===== src/rtl/lfsr_prng_stream_if.sv =====
// Valid/ready word stream carrying pseudo-random output words.
interface lfsr_prng_stream_if #(
    parameter int OUT_W = 32
);
    logic             out_valid;
    logic             out_ready;
    logic [OUT_W-1:0] out_data;

    modport master (
        output out_valid,
        output out_data,
        input  out_ready
    );

    modport slave (
        input  out_valid,
        input  out_data,
        output out_ready
    );
endinterface


===== src/rtl/lfsr_prng_stream.sv =====
// Parametrised Fibonacci/Galois LFSR generator that advances OUT_W shifts per word
// and delivers words over a valid/ready stream with reseed and lockup recovery.
module lfsr_prng_stream #(
    parameter int               WIDTH = 64,
    parameter int               OUT_W = 32,
    parameter int               MODE  = 0,
    parameter logic [WIDTH-1:0] TAPS  = 64'hD800000000000000,
    parameter logic [WIDTH-1:0] SEED  = 64'hDEADBEEF12345678,
    parameter int               CNT_W = 32
) (
    input  logic                      clk,
    input  logic                      rst,
    input  logic                      enable,
    input  logic                      seed_load,
    input  logic [WIDTH-1:0]          seed_data,
    lfsr_prng_stream_if.master        stream,
    output logic [WIDTH-1:0]          state_out,
    output logic [CNT_W-1:0]          word_cnt
);

    if (WIDTH < 2) begin : g_bad_width
        $error("lfsr_prng_stream: WIDTH must be at least 2");
    end
    if (OUT_W < 1 || OUT_W > WIDTH) begin : g_bad_out_w
        $error("lfsr_prng_stream: OUT_W must be within 1..WIDTH");
    end
    if (SEED == '0) begin : g_bad_seed
        $error("lfsr_prng_stream: SEED has no bits set inside WIDTH");
    end
    if (MODE != 0 && MODE != 1) begin : g_bad_mode
        $error("lfsr_prng_stream: MODE must be 0 or 1");
    end

    logic [WIDTH-1:0] st;
    logic [WIDTH-1:0] adv_st;
    logic             xfer;
    logic             advance;
    logic             lockup;

    assign xfer      = stream.out_valid & stream.out_ready;
    assign advance   = enable & (~stream.out_valid | stream.out_ready) & ~seed_load;
    assign lockup    = (st == '0);
    assign state_out = st;

    // All OUT_W single-bit shifts unrolled into one combinational step.
    always_comb begin
        adv_st = st;
        for (int i = 0; i < OUT_W; i++) begin
            if (MODE == 0) begin
                adv_st = {adv_st[WIDTH-2:0], ^(adv_st & TAPS)};
            end else begin
                adv_st = (adv_st >> 1) ^ (adv_st[0] ? TAPS : '0);
            end
        end
    end

    always_ff @(posedge clk or posedge rst) begin
        if (rst) begin
            st               <= SEED;
            stream.out_valid <= 1'b0;
            stream.out_data  <= '0;
            word_cnt         <= '0;
        end else if (seed_load) begin
            st               <= (seed_data == '0) ? SEED : seed_data;
            stream.out_valid <= 1'b0;
            word_cnt         <= '0;
        end else begin
            if (xfer && !(&word_cnt)) begin
                word_cnt <= word_cnt + 1'b1;
            end
            // An all-zero state would never leave zero; recover from SEED.
            if (lockup) begin
                st               <= SEED;
                stream.out_valid <= 1'b0;
            end else if (advance) begin
                st               <= adv_st;
                stream.out_data  <= adv_st[OUT_W-1:0];
                stream.out_valid <= 1'b1;
            end else if (xfer) begin
                stream.out_valid <= 1'b0;
            end
        end
    end

endmodule

===== src/flat_wrapper.sv =====
// flat-port wrapper written by rule: the top's interface ports become plain ports
module lfsr_prng_stream_flat 
#(
    parameter int               WIDTH = 64,
    parameter int               OUT_W = 32,
    parameter int               MODE  = 0,
    parameter logic [WIDTH-1:0] TAPS  = 64'hD800000000000000,
    parameter logic [WIDTH-1:0] SEED  = 64'hDEADBEEF12345678,
    parameter int               CNT_W = 32
)
  (clk, rst, enable, seed_load, seed_data, state_out, word_cnt, stream_out_valid, stream_out_data, stream_out_ready);
  lfsr_prng_stream_if #(.OUT_W(OUT_W)) stream_i ();
  input  logic clk;
  input  logic rst;
  input  logic enable;
  input  logic seed_load;
  input  logic [WIDTH-1:0] seed_data;
  output logic [WIDTH-1:0] state_out;
  output logic [CNT_W-1:0] word_cnt;
  output wire logic [$bits(stream_i.out_valid)-1:0] stream_out_valid;
  output wire logic [$bits(stream_i.out_data)-1:0] stream_out_data;
  input wire logic [$bits(stream_i.out_ready)-1:0] stream_out_ready;
  assign stream_out_valid = stream_i.out_valid;
  assign stream_out_data = stream_i.out_data;
  assign stream_i.out_ready = stream_out_ready;
  lfsr_prng_stream #(.WIDTH(WIDTH), .OUT_W(OUT_W), .MODE(MODE), .TAPS(TAPS), .SEED(SEED), .CNT_W(CNT_W)) u_core (.clk(clk), .rst(rst), .enable(enable), .seed_load(seed_load), .seed_data(seed_data), .stream(stream_i), .state_out(state_out), .word_cnt(word_cnt));
endmodule

===== config.mk =====
export PLATFORM = sky130hd
export DESIGN_NAME = lfsr_prng_stream_flat
export DESIGN_NICKNAME = d
export VERILOG_FILES = /design/src/rtl/lfsr_prng_stream_if.sv /design/src/rtl/lfsr_prng_stream.sv /design/src/flat_wrapper.sv
export SDC_FILE = /design/constraint.sdc
export NUM_CORES = 1
export LEC_CHECK = 0
export ABC_AREA = 0
export BUFFER_PORTS_ARGS = -buffer_cell sky130_fd_sc_hd__buf_4
export CAP_MARGIN = 20
export CORE_UTILIZATION = 48
export DETAILED_ROUTE_END_ITERATION = 10
export PLACE_DENSITY = 0.85
export REMOVE_ABC_BUFFERS = 1
export SYNTH_ARGS = -nofsm -noshare
export SYNTH_HDL_FRONTEND = slang
export SYNTH_SLANG_ARGS = --single-unit

===== constraint.sdc =====
create_clock -name clk -period 3.3 [get_ports clk]
set_input_delay 0.165 -clock clk [delete_from_list [all_inputs] [get_ports clk]]
set_output_delay 0.165 -clock clk [all_outputs]
set_load 0.02 [all_outputs]

==> run summary <==
dpl hpwl: 16500 um
fin. max-slew vios: 0
Pwr Density: 599 nW/um2
Worst Path Buf+Inv: 2
Worst path max stage delay: 560 ps
wirelength, routed: 23600 um
Internal: 3.72 mW
placed cell areas: 8740 um2
RSZ-0062 raised after global routing: no
I/O pin total: 198
Worst Path Class, Setup: flip-flop to flip-flop
detailed-route via count: 7185
DR vias/cell: 5.98
EDFF count, synth: 0
CTS tree: done
switching share of power: 35.3%
clock skew: 15.9 ps
WL per Instance: 19.7 um
Sw Pwr: 2.03 mW
Worst EP required: 3630 ps
layout cells sized above 1: 28.3%
VDD IR max: 0.468 mV
Hold Path Class: input pin to flip-flop
Final Cell Area: 9600 um2
Initial Utilization: 49.9%
Filler Cell Count: 1134
first-pass GRT wire length: 37400 um
clock transition at the registers of the reported paths: 60 ps
combinational share of power: 31.5%
TritonRoute pass-1 iters: 9
synthesized instance count: 819
antenna-violating nets left: 0
root buf cell: clkbuf_16
# clock sinks: 129
crit path max fanout: 24
total power: 5.76 mW
total track usage: 30.8%
status: finished, violations left
Mapped Avg Cell Area: 8.95 um2
GPL Wtd Cong: 0.927
Clk pwr share: 30.9%
diode count: 0
FMAX: 365 MHz
final setup violation count: 0
Top delay family on crit path: simple AND/OR/NAND/NOR gates
ys async rst share: 100%
Row Count: 44
area delta synth->final: 31.0%
DRC viols: 11
LEAKAGE: 4.31 nW
CP Data Arrival Time: 3060 ps
initial antenna violation count: 0
Worst Setup Start Kind: flip-flop
vias in the first global route: 6971
CTS Buffer Depth: 2
violated checks: design-rule violations
Core Region: 14700 um2
Post-synth top flop: dfrtp_1
initial DRC count: 929
Tmin final: 2740 ps
PortBufs: 197
flops & latches, synth: 129
MaxCap Viol Count: 0
Die ar.: 15800 um2
TritonCTS Buffers: 17
part of the Yosys area used for sequential elements: 44.7%
CTS H-tree lvls: 4
CP cell instances: inv_1, ha_1, or4b_1, or4_4, o31ai_4, buf_4, a21oi_1, o22ai_1
total gr overflow: 0
Final Net Count: 1091
mapped cell area: 7330 um2
slew of the pin with the lowest slew margin: 766 ps
Post-CTS Setup Inserts: 0
Fin. Hold Viols: 0
largest net degree at the start of global routing: 130
Unique masters post-synth: 47
Slowest cell on crit path: or4_4
total of warnings raised by yosys: 0
sequential share of power: 37.7%
Slew headroom: 48.8%
crit path capture type: flip-flop
final period utilization: 82.9%
chip width: 126 um
clk_lat worst skew: 430 ps
Die H: 126 um
-- what timing repair did --
action                                 4_1_cts  5_1_grt
endpoints found under the hold margin      122        0
hold buffers                                31        0
resized for setup                            0        0
-- per-layer routing --
layer | GRT usage, % | up-vias | share of wire [%]
met4 | 12.6 | 0 | 3.7
met5 | 0 | - | 0
met3 | 9.37 | 78 | 11
met1 | 37.8 | 3372 | 38
li1 | - | 3237 | -
met2 | 50.4 | 498 | 47
-- worst reg2reg max path, stage by stage, from the launching register on --
cell and delay, ps:
dfrtp_1 440, inv_1 90, ha_1 180, or4b_1 470, or4_4 560, o31ai_4 220
buf_4 340, a21oi_1 130, o22ai_1 220
-- placed cells by master (no fill, tap or decap), types with 2 or more instances in the layout --
master           n
nand2b_1         2
a211oi_1         2
dfrtp_1         92
clkinv_4         2
clkinv_2         3
clkinvlp_4       3
nand4_1         19
nand3_1         13
o22ai_1         37
nand2_1         73
nor4_2           2
xnor2_1         59
o21a_1           2
a21oi_1         72
and2_1           2
or4_1            7
o41ai_1          2
nor3_1           4
xor2_1          16
o21ai_0         57
nor4_1          26
nor2_1          80
clkbuf_16       17
and4_1           5
ha_1            17
inv_1           49
clkbuf_1         4
o31ai_1         33
and3_1           4
clkbuf_8         2
o31ai_4          2
buf_4          211
dfstp_2         37
dlygate4sd3_1   31
or3_1           12
-- final timing paths --
check	start	endpoint	slack [ps]	cells past startpoint
min in group asynchronous	rst	u_core.stream.out_data[6]	480	4
hold / removal	seed_data[45]	u_core.state_out[45]	20	3
setup / recovery	u_core.state_out[36]	u_core.state_out[37]	560	8
hold reg to reg	u_core.stream.out_data[6]	u_core.stream.out_data[6]	480	2
setup reg to reg	u_core.state_out[36]	u_core.state_out[37]	560	8
max in group asynchronous	rst	u_core.state_out[19]	2290	4
-- Yosys cell counts (all sizes together) (2+ instances only) --
cell type  number  area (um2)
and3            4        25.0
nand3          13        65.1
o22ai          37         231
o21a            2        15.0
dfstp          37         972
or3            12        75.1
xor2           16         140
ha             17         213
o31ai          35         290
and4            5        43.8
dfrtp          92        2300
buf            51         353
and2            2        12.5
nor3            5        30.0
a211oi          2        15.0
clkbuf         25        96.3
nand2          74         278
o21ai          57         285
nor4           28         188
o41ai           3        33.8
xnor2          59         517
inv            50         188
or4             8        63.8
nand4          19         119
nand2b          2        12.5
a21oi          72         360
nor2           80         300
-- power by group through the flow --
stage | clock network (mW) | registers, mW | logic, mW
4_1_cts | 1.79 | 2.16 | 1.79
6_report | 1.78 | 2.17 | 1.81
3_3_place_gp | 0 | 2.17 | 1.72
5_1_grt | 1.87 | 2.20 | 1.94
2_1_floorplan | 0 | 2.43 | 0.684
3_5_place_dp | 0 | 2.17 | 1.76
-- cell families (layout without fill, tap and decap cells) --
logic type / Yosys count / after routing / share of synthesized area (%)
flops: 129 / 129 / 44.7
simple gates: 258 / 258 / 17.3
fa+ha+maj: 17 / 17 / 2.90
buf+inv: 126 / 325 / 8.69
compound gates: 214 / 214 / 17.5
xor+xnor: 75 / 75 / 8.96
-- stage by stage --
step | std cells | TNS (ps) | setup WS, ps | utilization [%] | hold WS, ps
global route | 1202 | 0 | 508 | 65.3 | 10.1
floorplan | 743 | -29290 | -245 | - | 228
CTS | 1202 | 0 | 612 | 65.3 | 3.03
detailed placement | 1139 | 0 | 723 | 59.4 | 387
finish | 1202 | 0 | 563 | 65.3 | 15.2
global placement | 1139 | 0 | 865 | 59.4 | 382
-- sequential cells by signal (all words and copies together) (netlist names) --
signal / count
u_core.state_out: 64
u_core.stream.out_data: 32
u_core.word_cnt: 32
u_core.stream.out_valid: 1
-- area by class of cell --
type | instances | area (um2) | area share (%)
inverters | 50 | 190 | 1.98
multi-input cells | 564 | 3440 | 35.8
well taps | 184 | 230 | 2.40
clock inverters | 9 | 85.1 | 0.886
clock buffers | 23 | 468 | 4.87
repair buffers | 243 | 1910 | 19.9
flip-flops and latches | 129 | 3270 | 34.1
No activity file was read; power rests on OpenSTA's default activity.
